`config.mk`:
```
export PLATFORM = sky130hd
export DESIGN_NAME = result_collector
export DESIGN_NICKNAME = d
export VERILOG_FILES = /design/src/rtl/systolic_pkg.sv /design/src/rtl/result_row_buffer.sv /design/src/rtl/result_collector.sv
export SDC_FILE = /design/constraint.sdc
export NUM_CORES = 1
export LEC_CHECK = 0
export CORE_MARGIN = 2
export CORE_UTILIZATION = 46
export CTS_CLUSTER_SIZE = 10
export DETAILED_ROUTE_END_ITERATION = 10
export MAX_ROUTING_LAYER = met4
export PLACE_DENSITY = 0.84
export SYNTH_ARGS = -nofsm -noshare
export SYNTH_HDL_FRONTEND = slang
export SYNTH_SLANG_ARGS = --single-unit
```
`constraint.sdc`:
```
create_clock -name clk -period 3.3 [get_ports clk]
set_input_delay 0.33 -clock clk [delete_from_list [all_inputs] [get_ports clk]]
set_output_delay 0.33 -clock clk [all_outputs]
set_load 0.005 [all_outputs]
```
`src/rtl/systolic_pkg.sv`:
```
// Shared types for the systolic-array scheduler / result collector pair.
// Holds the default array geometry, the row-index width, the result word type
// and the collector FSM state encoding.
package systolic_pkg;

    localparam int unsigned DEF_MATRIX_SIZE = 2;
    localparam int unsigned DEF_DATA_SIZE   = 32;
    localparam int unsigned IDX_W           = $clog2(DEF_MATRIX_SIZE);

    typedef logic [DEF_DATA_SIZE-1:0] word_t;

    typedef enum logic [1:0] {
        ST_IDLE,
        ST_ACTIVE,
        ST_DONE
    } collector_state_t;

endpackage

```
`src/rtl/result_row_buffer.sv`:
```
// N x N result word storage for the collector.
// Ports:
//   clk      rising-edge clock
//   wr_en    per-column write enable
//   wr_row   per-column row address, column j at [j*ROW_W +: ROW_W]
//   wr_data  per-column write word, column j at [j*DATA_SIZE +: DATA_SIZE]
//   rd_row   row address for the full-row read port
//   rd_data  combinational full-row read, column j at [j*DATA_SIZE +: DATA_SIZE]
module result_row_buffer #(
    parameter int unsigned MATRIX_SIZE = 2,
    parameter int unsigned DATA_SIZE   = 32
) (
    input  logic                                 clk,
    input  logic [MATRIX_SIZE-1:0]               wr_en,
    input  logic [MATRIX_SIZE*$clog2(MATRIX_SIZE)-1:0] wr_row,
    input  logic [MATRIX_SIZE*DATA_SIZE-1:0]     wr_data,
    input  logic [$clog2(MATRIX_SIZE)-1:0]       rd_row,
    output logic [MATRIX_SIZE*DATA_SIZE-1:0]     rd_data
);

    localparam int unsigned ROW_W = $clog2(MATRIX_SIZE);

    // mem[row][col]; no reset, validity is tracked by the collector
    logic [DATA_SIZE-1:0] mem [MATRIX_SIZE][MATRIX_SIZE];

    // Independent column write ports
    always_ff @(posedge clk) begin
        for (int j = 0; j < MATRIX_SIZE; j++) begin
            if (wr_en[j]) begin
                mem[wr_row[j*ROW_W +: ROW_W]][j] <= wr_data[j*DATA_SIZE +: DATA_SIZE];
            end
        end
    end

    // Full-row read port
    always_comb begin
        for (int j = 0; j < MATRIX_SIZE; j++) begin
            rd_data[j*DATA_SIZE +: DATA_SIZE] = mem[rd_row][j];
        end
    end

endmodule

```
`src/rtl/result_collector.sv`:
```
// Deskews per-column results leaving the PE array into complete rows and
// delivers them in order over valid/ready, pulsing done after the last row.
// Optional feature: define RESULT_COLLECTOR_RELU_EN to clamp negative words
// on out_row to zero (buffer keeps raw values).
// Ports:
//   clk, reset    clock, synchronous active-high reset
//   start         pulse that arms collection of one matrix
//   col_valid     per-column word valid
//   col_data      per-column words, column j at [j*DATA_SIZE +: DATA_SIZE]
//   out_valid     out_row holds a complete row
//   out_ready     consumer accepts row
//   out_row       row data, column j at [j*DATA_SIZE +: DATA_SIZE]
//   out_row_idx   index of the presented row
//   busy          collector not idle
//   done          one-cycle pulse after the last row is accepted
//   error         sticky protocol-violation flag
module result_collector
    import systolic_pkg::*;
#(
    parameter int unsigned MATRIX_SIZE = DEF_MATRIX_SIZE,
    parameter int unsigned DATA_SIZE   = DEF_DATA_SIZE
) (
    input  logic                             clk,
    input  logic                             reset,
    input  logic                             start,
    input  logic [MATRIX_SIZE-1:0]           col_valid,
    input  logic [MATRIX_SIZE*DATA_SIZE-1:0] col_data,
    output logic                             out_valid,
    input  logic                             out_ready,
    output logic [MATRIX_SIZE*DATA_SIZE-1:0] out_row,
    output logic [$clog2(MATRIX_SIZE)-1:0]   out_row_idx,
    output logic                             busy,
    output logic                             done,
    output logic                             error
);

    localparam int unsigned ROW_W    = $clog2(MATRIX_SIZE);
    localparam int unsigned PTR_W    = ROW_W + 1;
    localparam int unsigned ROW_BITS = MATRIX_SIZE * DATA_SIZE;

    collector_state_t         state, state_d;
    logic [PTR_W-1:0]         wr_ptr   [MATRIX_SIZE];
    logic [PTR_W-1:0]         wr_ptr_d [MATRIX_SIZE];
    logic [ROW_W-1:0]         rd_ptr, rd_ptr_d;
    logic [MATRIX_SIZE-1:0]   row_complete, row_complete_d;
    logic                     error_d;
    logic                     out_valid_d;
    logic                     handshake;
    logic [MATRIX_SIZE-1:0]   wr_en;
    logic [MATRIX_SIZE*ROW_W-1:0] wr_row;
    logic [ROW_BITS-1:0]      rd_data;
    logic [ROW_BITS-1:0]      out_row_d;

    // Column j always writes at its own pointer; overflow is masked by wr_en
    always_comb begin
        for (int j = 0; j < MATRIX_SIZE; j++) begin
            wr_row[j*ROW_W +: ROW_W] = wr_ptr[j][ROW_W-1:0];
        end
    end

    // Reads follow the next read pointer so out_row is registered together with out_valid
    result_row_buffer #(
        .MATRIX_SIZE (MATRIX_SIZE),
        .DATA_SIZE   (DATA_SIZE)
    ) u_buffer (
        .clk     (clk),
        .wr_en   (wr_en),
        .wr_row  (wr_row),
        .wr_data (col_data),
        .rd_row  (rd_ptr_d),
        .rd_data (rd_data)
    );

    // Read-path word shaping
    always_comb begin
        out_row_d = rd_data;
`ifdef RESULT_COLLECTOR_RELU_EN
        for (int j = 0; j < MATRIX_SIZE; j++) begin
            if (rd_data[j*DATA_SIZE + DATA_SIZE - 1]) begin
                out_row_d[j*DATA_SIZE +: DATA_SIZE] = '0;
            end
        end
`endif
    end

    // Next-state, pointer and error logic
    always_comb begin
        state_d        = state;
        rd_ptr_d       = rd_ptr;
        row_complete_d = row_complete;
        error_d        = error;
        wr_en          = '0;
        for (int j = 0; j < MATRIX_SIZE; j++) begin
            wr_ptr_d[j] = wr_ptr[j];
        end
        handshake = out_valid & out_ready;

        case (state)
            ST_IDLE: begin
                if (|col_valid) begin
                    error_d = 1'b1;
                end
                if (start) begin
                    state_d        = ST_ACTIVE;
                    rd_ptr_d       = '0;
                    row_complete_d = '0;
                    for (int j = 0; j < MATRIX_SIZE; j++) begin
                        wr_ptr_d[j] = '0;
                    end
                end
            end

            ST_ACTIVE: begin
                if (start) begin
                    error_d = 1'b1;
                end
                for (int j = 0; j < MATRIX_SIZE; j++) begin
                    if (col_valid[j]) begin
                        if (wr_ptr[j] == PTR_W'(MATRIX_SIZE)) begin
                            error_d = 1'b1;
                        end else begin
                            wr_en[j]    = 1'b1;
                            wr_ptr_d[j] = wr_ptr[j] + PTR_W'(1);
                        end
                    end
                end
                // A row is complete once every column has written past it
                for (int r = 0; r < MATRIX_SIZE; r++) begin
                    row_complete_d[r] = 1'b1;
                    for (int j = 0; j < MATRIX_SIZE; j++) begin
                        if (wr_ptr[j] <= PTR_W'(r)) begin
                            row_complete_d[r] = 1'b0;
                        end
                    end
                end
                if (handshake) begin
                    if (rd_ptr == ROW_W'(MATRIX_SIZE - 1)) begin
                        state_d = ST_DONE;
                    end else begin
                        rd_ptr_d = rd_ptr + ROW_W'(1);
                    end
                end
            end

            ST_DONE: begin
                state_d = ST_IDLE;
                if (start || (|col_valid)) begin
                    error_d = 1'b1;
                end
            end

            default: begin
                state_d = ST_IDLE;
            end
        endcase

        out_valid_d = (state_d == ST_ACTIVE) && row_complete_d[rd_ptr_d];
    end

    // State and output registers
    always_ff @(posedge clk) begin
        if (reset) begin
            state        <= ST_IDLE;
            rd_ptr       <= '0;
            row_complete <= '0;
            error        <= 1'b0;
            out_valid    <= 1'b0;
            out_row      <= '0;
            out_row_idx  <= '0;
            busy         <= 1'b0;
            done         <= 1'b0;
            for (int j = 0; j < MATRIX_SIZE; j++) begin
                wr_ptr[j] <= '0;
            end
        end else begin
            state        <= state_d;
            rd_ptr       <= rd_ptr_d;
            row_complete <= row_complete_d;
            error        <= error_d;
            out_valid    <= out_valid_d;
            out_row_idx  <= rd_ptr_d;
            busy         <= (state_d != ST_IDLE);
            done         <= (state_d == ST_DONE);
            if (out_valid_d) begin
                out_row <= out_row_d;
            end
            for (int j = 0; j < MATRIX_SIZE; j++) begin
                wr_ptr[j] <= wr_ptr_d[j];
            end
        end
    end

endmodule

```
Word level (Yosys, flattened, before mapping)
Memory sizes are Yosys's and may differ from the RTL's. A register that Yosys moved wholly into a read port is not among the register bits.
Index checks and enable logic that the tools add are counted.

word-level totals
  bits of input ports = 70
  memories = 2
  RAM bits = 132
  register bits = 9
  word-level logic and storage cells = 79
  output and inout bits = 69
  latch bits = 0
  bits in read-only memories = 0

operators by class
  equality and inequality tests = 8
  bitwise operators = 3
  reductions and logical operators = 7
  shift-type cells = 0
  divide/modulo/power cells = 0
  multiply operators = 0
  magnitude comparators = 5
  muxes and demuxes = 44
  add/sub/neg operators = 3

memories
  memory        depth  bits a word  read ports  clocked after memory_dff  write ports  line                     source
  u_buffer.mem  2      64           1           1                         2            result_row_buffer.sv:24  logic [DATA_SIZE-1:0] mem [MATRIX_SIZE][MATRIX_SIZE];
  wr_ptr        2      2            2           0                         2            result_collector.sv:42   logic [PTR_W-1:0] wr_ptr [MATRIX_SIZE];

operators by type and width
  kind                                                             count
  two-way mux 1 bit                                                27
  two-way mux 2 bit                                                11
  == test 2 bit (second input constant)                            4
  less-or-equal comparator 2 x 1 -> 1 bit (second input constant)  4
  one-hot mux 2 bit (2 select lines)                               2
  one-hot mux 4 bit (2 select lines)                               1
  adder 2 x 1 -> 2 bit (second input constant)                     2
  == test 2 x 1 -> 1 bit (second input constant)                   2
  two-way mux 4 bit                                                1
  != test 2 bit (second input constant)                            2
  one-hot mux 1 bit (3 select lines)                               1
  AND reduction 3 bit                                              1
  nonzero test 3 bit                                               1
  zero test 2 bit                                                  1
  less-than comparator 1 x 2 -> 1 bit (second input constant)      1
  bitwise OR 1 bit                                                 2
  one-hot mux 1 bit (2 select lines)                               1
  nonzero test 2 bit                                               1
  OR reduction 2 bit                                               1
  adder 1 bit (second input constant)                              1
  bitwise AND 1 bit                                                1
  logical AND 1 bit                                                1
  logical OR 1 bit                                                 1

Logic depth before layout (Yosys ltp)
Gate-level depths: netlist of the first run.
An unclocked memory read counts as a cell.

  depth after elaboration = 8
  depth in mapped cells = 7
  depth with buffers taken out = 6

Cells and area by module
Synthesis of the first run repeated with hierarchy kept, for this count alone.

second synthesis, totals
  cells, all modules = 807
  area, all modules = 9,749.4 um^2

modules (own cells, without submodules)
  module             instances  area each (um^2)  cells each  sequential area each (um^2)
  result_row_buffer  1          4,946.0           203         3,843.7
  result_collector   1          4,803.4           604         1,521.5

Worst setup path after synthesis of the first run
No wires, ideal clock.

  path kind = register -> register
  start point = memory wr_ptr[0][0] (netlist name)
  end point = memory u_buffer.mem[0][32] (netlist name) (enable)
  path buffers = 0
  stages on the path, launching flop included = 5
  data arrival time = 3.102 ns
  setup slack = -0.263 ns
  period minus slack after synthesis = 3.563 ns
  library setup time = 0.461 ns
  data required time = 2.839 ns
  cells stage by stage = dfxtp_1 -> inv_1 -> ha_1 -> nand2b_1 -> nor3_1

RTL lines
  item         line
  from (decl)  result_collector.sv:42
  to (decl)    result_row_buffer.sv:24

==> results.ini, run 1 <==
[synth]
synth_area_mm2=0.007283
ys_ff_latch=204
synth_warnings=0
async_reset_ff_share_pct=0
synth.avg_cell_area_um2=14.74
ys_top_cells_by_count=edfxtp_1 (128), dfxtp_1 (76), a21oi_1 (68), inv_1 (68), o221a_2 (64)
synth-edff-count=128
synth_top_area_share_pct=52.77
synth_nets=570
yosysMostFrequentCell=edfxtp_1
synth_largest_area_cell=edfxtp_1
synth-seq-area-share_pct=73.66
synthTopCellsByArea=edfxtp_1 (53%), dfxtp_1 (21%), o221a_2 (9.9%)
synth.distinct_cells=30
synthFlopType=edfxtp_1
synthCells=494

[sta]
setup_tns_ns=0
finalSetupViolations=0
slew_headroom_pct=44.28
fmax_mhz=421.3
fin_skew_ns=0.01649
finalCritPeriodShare_pct=71.93
worstMarginPinSlew_ns=0.8358
worst_slack_ns=0.9264
finalHoldViolCount=0
maxSlewViolCount=0
period_minus_slack_ns=2.374
rsz0062_at_grt=no

[worst_setup_path]
startpoint_type=register
crit_chain=inv_1 > ha_1 > or4b_4 > o31ai_4 > buf_4 > o221a_2
crit_fanout=32
crit_type=reg -> reg
critPathTopFamily=simple AND/OR/NAND/NOR gates
path_buf_inv=2
cp-end-kind=register
worstPathArrival_ns=2.80
cpMaxStageDelayCell=or4b_4
crit_required_ns=3.72
cp_slowest_stage_delay_ns=0.57

[place]
place_inst=824
dp_slack_ns=0.9428
dp_hpwl_um=9844
gp_congestion=0.8186
portBuffers=138
dpl-instance-area_mm2=0.008907

[global_routing]
grt_pass1_vias=4770
overflow=0
antenna_found_initial=0
grt_usage_pct=18.94
grt_pass1_wl_um=24210
grt_max_degree=76

[clock_tree]
ctsHoldBuffers=0
cts_num_sinks=204
cts_buffers=24
cts-root-buf=clkbuf_16
clk_latency_ns=0.49
clkSlewWorstSetupHoldPaths_ns=0.06
cts_resized=0
cts_setup_buffers=0
cts_buffer_depth=3
tritoncts=done
htreeDepth=1

[floorplanning]
initial_core_util_pct=47.56
die_area_mm2=0.01686
die_x_um=129.8
rows=45
ios=139
coreArea_mm2=0.01531
die_h_um=129.8

[run_status]
status=finished clean

[layout]
regArea_mm2=0.005365
num-fill-cells=1128
area_growth_pct=32.23
drive_above_1_share_pct=16.89
multi_input_area_mm2=0.001531
design_area_mm2=0.009630
nets=715
n_antenna_cell=0
final_util_pct=62.88
final_cells=868

[power]
p_sw_share_pct=19.41
ir_drop_mv=0.4574
p_int_mw=4.365
p_clk_share_pct=44.5
seq_power_share_pct=51.4
power.combinational.fraction_pct=4.1
p_leak_nw=3.521
p_per_area_mw_per_mm2=562.4
p_switching_mw=1.052

[routing]
viasPerCell=5.240
antenna_left=0
drt-total-wl_um=15710
route.detailed.drc=0
vias=4548
drtPass1Iterations=4
wl_per_cell_um=18.10
drt-initial-drc-count=291

[hold_path]
hold_class=in -> reg

[run]
cap_violations=0

## cells by family (layout without fill, tap and decap cells)
kind of cell	Yosys count	in the layout	share of synthesized area, %
flops	204	204	73.66
compound gates	146	146	16.11
buf+inv	99	262	5.996
simple gates	38	38	3.058
fa+ha+maj	6	6	1.031
mux	1	1	0.1374
## cells in the final DEF (no fill, tap or decap), drive strengths merged
master | netlist | routed
bufinv | 0 | 1
edfxtp | 128 | 128
a21boi | 2 | 2
dfxtp | 76 | 76
and2b | 1 | 1
o2111ai | 1 | 1
nor2 | 6 | 6
nand3 | 1 | 1
o22ai | 1 | 1
inv | 68 | 68
o21ai | 4 | 4
nor3b | 2 | 2
clkbuf | 14 | 43
a221oi | 2 | 2
o31ai | 1 | 1
a21oi | 68 | 68
o221a | 64 | 64
ha | 6 | 6
o21bai | 1 | 1
a311oi | 1 | 1
and3b | 1 | 1
a211oi | 1 | 1
clkdlybuf4s50 | 0 | 137
nor3 | 9 | 9
buf | 17 | 13
and2 | 8 | 8
nand2b | 4 | 4
or4b | 1 | 1
nand2 | 5 | 5
mux2i | 1 | 1
## metal layers
layer	GRT usage [%]	share of wire, %	up-vias
met5	-	0	-
met4	5.693	2.0	0
met3	3.403	5.8	28
met2	32.37	51	143
met1	23.10	41	2239
li1	-	-	2138
## worst paths after layout
path         cells past startpoint    startpoint                   to  slack, ns
max                              6  wr_ptr[0][2]          out_row[46]       0.93
min reg2reg                      2         error                error       0.47
max reg2reg                      6  wr_ptr[0][2]          out_row[46]       0.93
min                              1  col_data[51]  u_buffer.mem[1][19]       0.42
## stage by stage
| stage | power [mW] | hold slack, ns |
|---|---|---|
| 6_report | 5.416 | 0.4184 |
| 5_1_grt | 5.573 | 0.4096 |
| 4_1_cts | 5.455 | 0.4002 |
| 3_5_place_dp | 3.057 | 0.4680 |
| 3_3_place_gp | 3.045 | 0.4637 |
| 2_1_floorplan | 2.912 | 0.4289 |
## power groups by stage
| stage | Clock (mW) | Combinational, mW | Sequential (mW) |
|---|---|---|---|
| floorplan | 0 | 0.0809 | 2.83 |
| global placement | 0 | 0.213 | 2.83 |
| detailed placement | 0 | 0.223 | 2.83 |
| CTS | 2.45 | 0.226 | 2.78 |
| global route | 2.54 | 0.244 | 2.78 |
| finish | 2.41 | 0.224 | 2.78 |
## cell type report
cell class	instances	area share, %
clock inverter	1	0.3118
timing repair buffer	150	15.49
tap	211	2.741
sequential	204	55.71
multi-input combinational	191	15.90
inverter	68	2.650
clock buffer	43	7.198
## worst register-to-register path, cell delays in order, from the launching register on
cell	delay [ns]
dfxtp_1	0.45
inv_1	0.16
ha_1	0.21
or4b_4	0.57
o31ai_4	0.24
buf_4	0.39
o221a_2	0.28
## sequential cells by signal, indices dropped and copies added (netlist names)
register	flops
error	1
busy	1
state	2
rd_ptr	1
u_buffer.mem	128
out_row	64
wr_ptr	4
row_complete	1
out_valid	1
done	1
Power figures use the tool's default switching activity.
==> run 2: changes to the inputs <==
==> constraint.sdc (replaced) <==
create_clock -name clk -period 2.05 [get_ports clk]
set_input_delay 0.205 -clock clk [delete_from_list [all_inputs] [get_ports clk]]
set_output_delay 0.205 -clock clk [all_outputs]
set_load 0.005 [all_outputs]
==> run 2 against run 1 <==
Against the previous run: core utilization increased by 2.4 points; die area unchanged; first-iteration DRC count decreased by 14%; non-clock buffer count increased by 23; final cell count increased by 2.6%; routed wire length increased by 9.3%; maximum frequency increased by 16%; final area increased by 3.8%; power increased by 61%; sequential share of layout area decreased by 1.9 points; worst hold slack got worse by 0.39 ns; critical path type unchanged.
==> results.ini, run 2 (synthesis gave the netlist of run 1 again) <==
[routing]
wl_per_cell_um=19.27  ; +6.5%
vias=4727  ; +3.9%
drt-initial-drc-count=249  ; -14%
viasPerCell=5.305  ; +1.3%
antenna_left=0  ; unchanged
drt-total-wl_um=17170  ; +9.3%
route.detailed.drc=0  ; unchanged
drtPass1Iterations=7  ; +3

[run_status]
status=finished clean

[global_routing]
use_met2_pct=33.54  ; +1.2 points
grt_max_degree=36  ; -53%
use_met1_pct=22.98  ; -0.12 points
grt_pass1_vias=4708  ; -1.3%
grt_pass1_wl_um=24430  ; +0.88%
grt-busiest-layer=met2
grt_util_met3_pct=3.403  ; unchanged
antenna_found_initial=0  ; unchanged
grt_usage_pct=19.20  ; +0.26 points
overflow=0  ; unchanged

[worst_setup_path]
cp-end-kind=register
worstPathArrival_ns=2.48  ; -0.32 ns
startpoint_type=register
timing.critical_path.from=wr_ptr[0][2]
rr_startpoint=wr_ptr[0][2]
crit_required_ns=2.48  ; -1.24 ns
crit_fanout=8  ; -75%
rr_worst_depth=7  ; +1
r2r_slack_ns=0.004  ; -0.92 ns
crit_type=reg -> reg
worstReg2RegEnd=out_row[3]

[hold_path]
hold_class=in -> reg
worstHoldStart=reset
min_delay_path_depth=2  ; +1
hold_end=row_complete[0]

[layout]
num-fill-cells=1109  ; -1.7%
final_util_pct=65.25  ; +2.4 points
largest_reg_flops=128  ; unchanged
n_antenna_cell=0  ; unchanged
nets=738  ; +3.2%
drive_above_1_share_pct=21.62  ; +4.7 points
layout_common_cells=clkdlybuf4s50_1 (137), edfxtp_1 (128), dfxtp_1 (72)
area_growth_pct=37.21
final_common_cell=clkdlybuf4s50_1

[floorplanning]
ios=139  ; unchanged
die_x_um=129.8  ; unchanged
rows=45  ; unchanged
initial_core_util_pct=47.56  ; unchanged
die_area_mm2=0.01686  ; unchanged
die_h_um=129.8  ; unchanged
coreArea_mm2=0.01531  ; unchanged

[run]
cap_violations=0  ; unchanged

[power]
p_leak_nw=3.695  ; +5.0%
ir_drop_mv=0.6824  ; +49%
p_per_area_mw_per_mm2=870.6  ; +55%

[place]
dp_slack_ns=0.03674  ; -0.9060 ns
dp_hpwl_um=10200  ; +3.6%
gp_congestion=0.8010  ; -2.2%
portBuffers=138  ; unchanged

[sta]
period_minus_slack_ns=2.046  ; -0.3277 ns
finalHoldViolCount=0  ; unchanged
worstMarginPinSlew_ns=0.4135  ; -0.4224 ns
rsz0062_at_grt=yes
slew_headroom_pct=72.44  ; +28 points
finalCritPeriodShare_pct=99.80  ; +28 points
fmax_mhz=488.8  ; +16%
maxSlewViolCount=0  ; unchanged
fin_skew_ns=0.01519  ; -0.001303 ns
setup_tns_ns=0  ; unchanged
whs_ns=0.03052  ; -0.3878 ns
worst_slack_ns=0.004155  ; -0.9223 ns
finalSetupViolations=0  ; unchanged

[clock_tree]
cts-root-buf=clkbuf_16
htreeDepth=1  ; unchanged
cts_buffer_depth=3  ; unchanged
cts_num_sinks=204  ; unchanged
clkSlewWorstSetupHoldPaths_ns=0.06  ; about the same
cts_buffers=24  ; unchanged
tritoncts=done
clk_latency_ns=0.49  ; about the same

[run 2: worst max-delay path by stage]
stage	to	slack, ns	cells after the start
after detailed placement	out_row[62]	0.04	7
after floorplan	u_buffer.mem[0][32]	0.009	4
final	out_row[3]	0.004	7
after global placement	out_row[4]	0.09	6
after CTS	out_row[31]	0.02	7
after global routing	out_row[31]	-0.03	8
[run 2: per-layer routing]
metal	vias to the layer above	share of wire, %	routed length [µm]
li1	2185	-	-
met1	2371	41	7031
met2	140	52	8925
met3	31	5.1	881
met4	0	1.9	329
met5	-	0	0
[run 2: stage by stage]
stage / instance area, µm² / cells / power, mW
2_1_floorplan: 7353 / 494 / 4.695
3_3_place_gp: 9077 / 835 / 4.915
3_5_place_dp: 9077 / 835 / 4.936
4_1_cts: 9794 / 879 / 8.774
5_1_grt: 9993 / 891 / 8.979
6_report: 9993 / 891 / 8.700
[run 2: area by class of cell]
cell class / instances / area, µm² / area share (%)
flip-flops and latches: 204 / 5375 / 53.79
repair buffers: 173 / 1813 / 18.14
multi-input cells: 191 / 1567 / 15.68
clock buffers: 44 / 716.9 / 7.174
well taps: 211 / 264.0 / 2.642
inverters: 68 / 257.7 / 2.579
[run 2: critical path: stages (launching register included)]
cell and delay (ns):
dfxtp_4 0.36, inv_4 0.04, ha_2 0.16, or4b_4 0.56, o31ai_4 0.27, buf_6 0.22
buf_6 0.17, o221a_2 0.19
[run 2: where the power goes]
| part | internal, mW | switching, mW |
|---|---|---|
| Clock | 2.33 | 1.51 |
| Combinational | 0.203 | 0.187 |
| Sequential | 4.45 | 0.0243 |
| Total | 6.98 | 1.72 |
[run 2: timing repair]
action / CTS / global route
resized for setup: 0 / 7
setup buffers: 0 / 5
setup endpoints to repair: 0 / 60
hold buffers: 0 / 0
